==> src/rtl/uart_pkg.sv <==
`default_nettype none
// ============================================================================
//  Module   : uart_pkg
//  Purpose  : Shared FSM encodings, parity modes and helpers for uart_rx_framed
//  Revision : 1.0 - initial release
// ============================================================================
package uart_pkg;

    localparam logic [2:0] c_IDLE      = 3'd0;
    localparam logic [2:0] c_START     = 3'd1;
    localparam logic [2:0] c_DATA      = 3'd2;
    localparam logic [2:0] c_PARITY    = 3'd3;
    localparam logic [2:0] c_STOP1     = 3'd4;
    localparam logic [2:0] c_STOP2     = 3'd5;
    localparam logic [2:0] c_WAIT_HIGH = 3'd6;

    localparam logic [1:0] c_PAR_NONE  = 2'b00;
    localparam logic [1:0] c_PAR_EVEN  = 2'b01;
    localparam logic [1:0] c_PAR_ODD   = 2'b10;

    localparam int c_MIN_CPB = 8;

    function automatic logic maj3(input logic a, input logic b, input logic c);
        return (a & b) | (a & c) | (b & c);
    endfunction

endpackage
`default_nettype wire

==> src/rtl/uart_rx_fifo.sv <==
`default_nettype none
// ============================================================================
//  Module   : uart_rx_fifo
//  Purpose  : Synchronous first-word fall-through FIFO; head reads 0 when empty
//  Revision : 1.0 - initial release
// ============================================================================
module uart_rx_fifo #(
    parameter int WIDTH = 10,
    parameter int DEPTH = 4
) (
    input  logic             i_Clock,
    input  logic             i_Reset_n,
    input  logic             i_Push,
    input  logic [WIDTH-1:0] i_Push_Data,
    input  logic             i_Pop,
    output logic [WIDTH-1:0] o_Head,
    output logic             o_Full,
    output logic             o_Empty,
    output logic             o_Drop
);

    localparam int c_PTR_W = $clog2(DEPTH);
    localparam int c_CNT_W = c_PTR_W + 1;

    logic [WIDTH-1:0]   r_mem [DEPTH];
    logic [c_PTR_W-1:0] r_wr_ptr;
    logic [c_PTR_W-1:0] r_rd_ptr;
    logic [c_CNT_W-1:0] r_count;
    logic               w_do_pop;
    logic               w_do_push;

    assign o_Empty   = (r_count == '0);
    assign o_Full    = (r_count == c_CNT_W'(DEPTH));
    assign w_do_pop  = i_Pop && !o_Empty;
    // A full FIFO still accepts a word when the head leaves in the same cycle
    assign w_do_push = i_Push && (!o_Full || w_do_pop);
    assign o_Drop    = i_Push && o_Full && !w_do_pop;
    assign o_Head    = o_Empty ? '0 : r_mem[r_rd_ptr];

    always_ff @(posedge i_Clock) begin
        if (w_do_push) begin
            r_mem[r_wr_ptr] <= i_Push_Data;
        end
    end

    always_ff @(posedge i_Clock) begin
        if (!i_Reset_n) begin
            r_wr_ptr <= '0;
            r_rd_ptr <= '0;
            r_count  <= '0;
        end else begin
            if (w_do_push) begin
                r_wr_ptr <= r_wr_ptr + c_PTR_W'(1);
            end
            if (w_do_pop) begin
                r_rd_ptr <= r_rd_ptr + c_PTR_W'(1);
            end
            if (w_do_push && !w_do_pop) begin
                r_count <= r_count + c_CNT_W'(1);
            end else if (w_do_pop && !w_do_push) begin
                r_count <= r_count - c_CNT_W'(1);
            end
        end
    end

endmodule
`default_nettype wire

==> src/rtl/uart_rx_framed.sv <==
`default_nettype none
// ============================================================================
//  Module   : uart_rx_framed
//  Purpose  : UART receiver with parity, 1/2 stop bits, voting and receive FIFO
//  Revision : 1.0 - initial release
// ============================================================================
module uart_rx_framed
    import uart_pkg::*;
#(
    parameter int DATA_BITS  = 8,
    parameter int FIFO_DEPTH = 4,
    parameter int CPB_W      = 14
) (
    input  logic                 i_Clock,
    input  logic                 i_Reset_n,
    input  logic                 i_RX_Serial,
    input  logic [CPB_W-1:0]     i_CLKS_PER_BIT,
    input  logic [1:0]           i_Parity_Mode,
    input  logic                 i_Two_Stop,
    input  logic                 i_RX_Ready,
    output logic                 o_RX_Valid,
    output logic [DATA_BITS-1:0] o_RX_Data,
    output logic                 o_Parity_Err,
    output logic                 o_Frame_Err,
    output logic                 o_Overrun,
    output logic                 o_Busy
);

    localparam int                c_BIT_W    = $clog2(DATA_BITS + 1);
    localparam logic [c_BIT_W-1:0] c_LAST_BIT = c_BIT_W'(DATA_BITS - 1);
    localparam int                c_WORD_W   = DATA_BITS + 2;

    logic                 r_sync1, r_sync2;
    logic [2:0]           r_state, w_state_nxt;
    logic [CPB_W-1:0]     r_cnt, r_cpb;
    logic                 r_par_en, r_par_odd, r_two_stop;
    logic [c_BIT_W-1:0]   r_bit;
    logic [DATA_BITS-1:0] r_shift;
    logic                 r_s0, r_s1, r_perr, r_ferr, r_overrun;

    logic                 w_s, w_start, w_in_frame, w_hit, w_maj;
    logic [CPB_W-1:0]     w_cpb_in, w_target;
    logic                 w_push, w_push_ferr, w_par_calc, w_drop, w_empty, w_full;
    logic [c_WORD_W-1:0]  w_head;

    assign w_s        = r_sync2;
    assign w_cpb_in   = (i_CLKS_PER_BIT < CPB_W'(c_MIN_CPB)) ? CPB_W'(c_MIN_CPB) : i_CLKS_PER_BIT;
    assign w_start    = (r_state == c_IDLE) && !w_s;
    assign w_in_frame = (r_state != c_IDLE) && (r_state != c_WAIT_HIGH);
    // Start bit is judged at its centre; every later bit one full period on
    assign w_target   = (r_state == c_START) ? ((r_cpb - CPB_W'(1)) >> 1) : (r_cpb - CPB_W'(1));
    assign w_hit      = w_in_frame && (r_cnt == w_target);
    assign w_maj      = maj3(r_s0, r_s1, w_s);
    assign w_par_calc = (^r_shift) ^ w_maj;

    assign w_push      = w_hit && (((r_state == c_STOP1) && !r_two_stop) || (r_state == c_STOP2));
    assign w_push_ferr = !w_maj || ((r_state == c_STOP2) && r_ferr);

    always_ff @(posedge i_Clock) begin
        if (!i_Reset_n) begin
            r_state <= c_IDLE;
        end else begin
            r_state <= w_state_nxt;
        end
    end

    always_comb begin
        w_state_nxt = r_state;
        o_Busy      = (r_state != c_IDLE);
        case (r_state)
            c_IDLE:      if (!w_s) w_state_nxt = c_START;
            c_START:     if (w_hit) w_state_nxt = w_maj ? c_IDLE : c_DATA;
            c_DATA:      if (w_hit && (r_bit == c_LAST_BIT)) w_state_nxt = r_par_en ? c_PARITY : c_STOP1;
            c_PARITY:    if (w_hit) w_state_nxt = c_STOP1;
            c_STOP1:     if (w_hit) w_state_nxt = r_two_stop ? c_STOP2 : (w_maj ? c_IDLE : c_WAIT_HIGH);
            c_STOP2:     if (w_hit) w_state_nxt = w_push_ferr ? c_WAIT_HIGH : c_IDLE;
            c_WAIT_HIGH: if (w_s) w_state_nxt = c_IDLE;
            default:     w_state_nxt = c_IDLE;
        endcase
    end

    always_ff @(posedge i_Clock) begin
        if (!i_Reset_n) begin
            r_sync1    <= 1'b1;
            r_sync2    <= 1'b1;
            r_cnt      <= '0;
            r_cpb      <= CPB_W'(c_MIN_CPB);
            r_par_en   <= 1'b0;
            r_par_odd  <= 1'b0;
            r_two_stop <= 1'b0;
            r_bit      <= '0;
            r_shift    <= '0;
            r_s0       <= 1'b1;
            r_s1       <= 1'b1;
            r_perr     <= 1'b0;
            r_ferr     <= 1'b0;
            r_overrun  <= 1'b0;
        end else begin
            r_sync1   <= i_RX_Serial;
            r_sync2   <= r_sync1;
            r_overrun <= w_drop;
            if (w_start) begin
                r_cpb      <= w_cpb_in;
                r_par_en   <= (i_Parity_Mode == c_PAR_EVEN) || (i_Parity_Mode == c_PAR_ODD);
                r_par_odd  <= (i_Parity_Mode == c_PAR_ODD);
                r_two_stop <= i_Two_Stop;
                r_bit      <= '0;
                r_perr     <= 1'b0;
                r_ferr     <= 1'b0;
            end
            if (!w_in_frame || w_hit) begin
                r_cnt <= '0;
            end else begin
                r_cnt <= r_cnt + CPB_W'(1);
            end
            if (w_in_frame && (r_cnt == w_target - CPB_W'(2))) r_s0 <= w_s;
            if (w_in_frame && (r_cnt == w_target - CPB_W'(1))) r_s1 <= w_s;
            if (w_hit) begin
                case (r_state)
                    c_DATA: begin
                        r_shift <= {w_maj, r_shift[DATA_BITS-1:1]};
                        r_bit   <= r_bit + c_BIT_W'(1);
                    end
                    c_PARITY: r_perr <= r_par_odd ? !w_par_calc : w_par_calc;
                    c_STOP1:  r_ferr <= !w_maj;
                    default: ;
                endcase
            end
        end
    end

    uart_rx_fifo #(
        .WIDTH (c_WORD_W),
        .DEPTH (FIFO_DEPTH)
    ) u_fifo (
        .i_Clock     (i_Clock),
        .i_Reset_n   (i_Reset_n),
        .i_Push      (w_push),
        .i_Push_Data ({w_push_ferr, r_perr, r_shift}),
        .i_Pop       (o_RX_Valid && i_RX_Ready),
        .o_Head      (w_head),
        .o_Full      (w_full),
        .o_Empty     (w_empty),
        .o_Drop      (w_drop)
    );

    assign o_RX_Valid   = !w_empty;
    assign o_RX_Data    = w_head[DATA_BITS-1:0];
    assign o_Parity_Err = w_head[DATA_BITS];
    assign o_Frame_Err  = w_head[DATA_BITS+1];
    assign o_Overrun    = r_overrun;

endmodule
`default_nettype wire

==> config.mk <==
export PLATFORM = sky130hd
export DESIGN_NAME = uart_rx_framed
export DESIGN_NICKNAME = d
export VERILOG_FILES = /design/src/rtl/uart_pkg.sv /design/src/rtl/uart_rx_fifo.sv /design/src/rtl/uart_rx_framed.sv
export SDC_FILE = /design/constraint.sdc
export NUM_CORES = 1
export LEC_CHECK = 0
export CORE_ASPECT_RATIO = 1.1
export CORE_MARGIN = 1.5
export CORE_UTILIZATION = 45
export CTS_CLUSTER_DIAMETER = 200
export CTS_CLUSTER_SIZE = 8
export DETAILED_ROUTE_END_ITERATION = 10
export PLACE_DENSITY = 0.67
export SLEW_MARGIN = 10
export SYNTH_ARGS = -nofsm -noshare
export SYNTH_HDL_FRONTEND = slang
export SYNTH_SLANG_ARGS = --single-unit
==> constraint.sdc <==
create_clock -name i_Clock -period 5.9 [get_ports i_Clock]
set_input_delay 1.18 -clock i_Clock [delete_from_list [all_inputs] [get_ports i_Clock]]
set_output_delay 1.18 -clock i_Clock [all_outputs]
set_load 0.03 [all_outputs]
==> out/metrics.yaml <==
grt:
  grt_pass1_vias: 4580
  grt_overflow: 0
  antenna_found_initial: 0
  grt_usage_pct: 20.9
  grt_pass1_wl_microns: 22600
  grt_max_degree: 28
synth:
  synth_edf_count: 40
  synthTopCellsByArea: "dfxtp_1 (21%), edfxtp_1 (20%), xnor2_1 (5.0%)"
  yosysSeqAreaShare_pct: 41.1
  synth_top_area_share_pct: 20.9
  ys_ff_latch: 102
  ys.flop_type: "dfxtp_1"
  async_reset_ff_share_pct: 0
  synth_nets: 663
  synth.top_cells.by_count: "dfxtp_1 (62), nor2_1 (62), nand2_1 (56)"
  syn-mean-instance-area_sq_um: 9.43
  ys_types: 72
  netlist_area_sq_um: 5940
  ys.warnings.count: 0
  synthCells: 630
  synth_top_area_cell: "dfxtp_1"
floorplanning:
  core_area_sq_um: 12800
  fp.dieH_microns: 123
  start_util_pct: 46.6
  fp-row-count: 43
  die_w_microns: 113
  io_pins: 34
  die_area_sq_um: 13900
setup_path:
  critPathLaunchType: "flip-flop"
  arrival_ns: 5.19
  worstPathMaxFanout: 26
  critPathKind: "reg2reg"
  end_kind: "flip-flop"
  critPathRequiredTime_ns: 6.18
  rrSetupSlack_ns: 0.99
clock_tree:
  hold_buffers: 0
  worstSkewPairLatency_ns: 0.35
  cts_tree: "built"
  cts_buffers: 9
  clock_path_buffers: 2
  ctsResizeCount: 0
  numClockSinks: 102
  cts-root-buf: "clkbuf_16"
  htree_levels: 3
  cts_setup_buffers: 0
  path_clk_slew_ns: 0.07
cells_and_area:
  antenna_cells: 0
  nets: 671
  num-fill-cells: 1164
  area_growth_pct: 11.5
  drive_above_1_share_pct: 7.47
timing:
  final_max_slew_viol_count: 0
  finalCritPeriodShare_pct: 83.3
  finalSetupTns_ns: 0
  fin_crit_ns: 4.91
  maxSlewHeadroom_pct: 29.8
  worst_pin_slew_ns: 1.05
  fmax_mhz: 204
  fin_ws_ns: 0.987
  hold_violations: 0
  skew_ns: 0.00680
  setup_viol: 0
  rsz0062_at_grt: "no"
  timing.hold.ws_ns: 0.407
power_and_ir_drop:
  pwr_density_cell_nw_per_um2: 290
  peakVddDrop_mv: 0.124
  p_sw_share_pct: 30.1
  combPwrFrac_pct: 25.9
  leakagePower_uw: 0.00242
  clock_power_share_pct: 33.1
  internal_power_uw: 1340
  p_switching_uw: 577
  seq_power_share_pct: 41.0
route:
  wl_per_cell_microns: 16.8
  detail_route.iter0.violations: 224
  drtPass1Iterations: 7
  route.antenna.remaining_nets: 0
  wl_microns: 13400
  via_per_inst: 5.69
  num_vias: 4554
  drc_errors: 3
placement:
  preCtsSetupSlack_ns: 1.05
  dp_hpwl_microns: 10100
  gp_congestion: 0.871
  placement.io_buffers: 33
status:
  violations: "design-rule violations"
  status: "finished with violations"
min_path:
  hold_class: "reg2reg"
job:
  cap_violations: 0
## routing by layer
layer	global-route usage, %	wire [microns]	vias up
met2	37.9	6860	71
met4	10.0	522	0
met5	0	0	-
met3	4.46	377	33
met1	23.4	5670	2174
li1	-	-	2276
## layout make-up
class | count | area (sq um) | share of cell area [%]
Clock buffer | 10 | 229 | 3.46
Clock inverter | 6 | 91.3 | 1.38
Inverter | 16 | 60.1 | 0.907
Multi-Input combinational cell | 472 | 3240 | 49.0
Sequential cell | 102 | 2440 | 36.9
Tap cell | 157 | 196 | 2.97
Timing Repair Buffer | 37 | 360 | 5.44
## cell families after synthesis
logic type | synth area share (%)
AND/OR/NAND/NOR | 22.9
buffers and inverters | 4.26
XOR/XNOR | 10.1
flip-flops | 41.1
AO/OA/AOI/OAI | 11.5
multiplexers | 7.35
adder cells (fa/ha/maj) | 2.82
## power groups by stage
stage | registers (uW) | clock network [uW] | logic, uW
floorplan | 775 | 0 | 370
global placement | 805 | 0 | 489
detailed placement | 805 | 0 | 497
CTS | 789 | 650 | 501
global route | 794 | 680 | 542
finish | 788 | 635 | 497
## critical path: stages (launching register included)
cell and delay (ns):
dfxtp_1 0.65, nor3b_4 0.95, mux2_2 0.48, xnor2_1 0.15, nor2b_1 0.16, and2_1 0.16, nand4b_1 0.10, nor3_1 0.46
and4b_1 0.43, ha_1 0.23, inv_1 0.06, fa_1 0.38, xor2_1 0.16, or3_1 0.31, a21oi_1 0.14
## cell usage in the layout, fill, tap and decap left out, types with 16 or more instances in the layout
cell type | netlist | routed
and2_1 | 19 | 19
inv_1 | 16 | 16
mux2i_1 | 20 | 20
xor2_1 | 30 | 30
nand3_1 | 28 | 28
nor2_1 | 62 | 62
clkdlybuf4s50_1 | 0 | 33
nand2_1 | 56 | 56
dfxtp_1 | 62 | 62
o21ai_0 | 16 | 16
xnor2_1 | 34 | 34
edfxtp_1 | 40 | 40
a21oi_1 | 36 | 36
## state kept, by name (all words and copies together), names as in the netlist, 2 cells and up, named ones only
signal           count
u_fifo.r_mem        40
r_shift              8
u_fifo.r_wr_ptr      2
u_fifo.r_count       3
r_bit                4
r_state              3
r_cnt               14
r_cpb               14
u_fifo.r_rd_ptr      2
## metrics by stage
stage / util (%) / cells / area, sq um / total power (uW)
after floorplan: - / 630 / 5940 / 1140
after detailed placement: 49.4 / 784 / 6300 / 1300
after CTS: 51.9 / 800 / 6620 / 1940
after global routing: 51.9 / 800 / 6620 / 2020
final: 51.9 / 800 / 6620 / 1920
after global placement: 49.4 / 784 / 6300 / 1290
## worst paths after layout
| path | depth (start not counted) | to | from |
|---|---|---|---|
| max reg2reg | 14 | u_fifo.r_count[2] | r_state[0] |
| min reg2reg | 1 | r_sync2 | r_sync1 |
| max | 14 | u_fifo.r_count[2] | r_state[0] |
| min | 1 | r_sync2 | r_sync1 |
No activity file was read; power rests on OpenSTA's default activity.
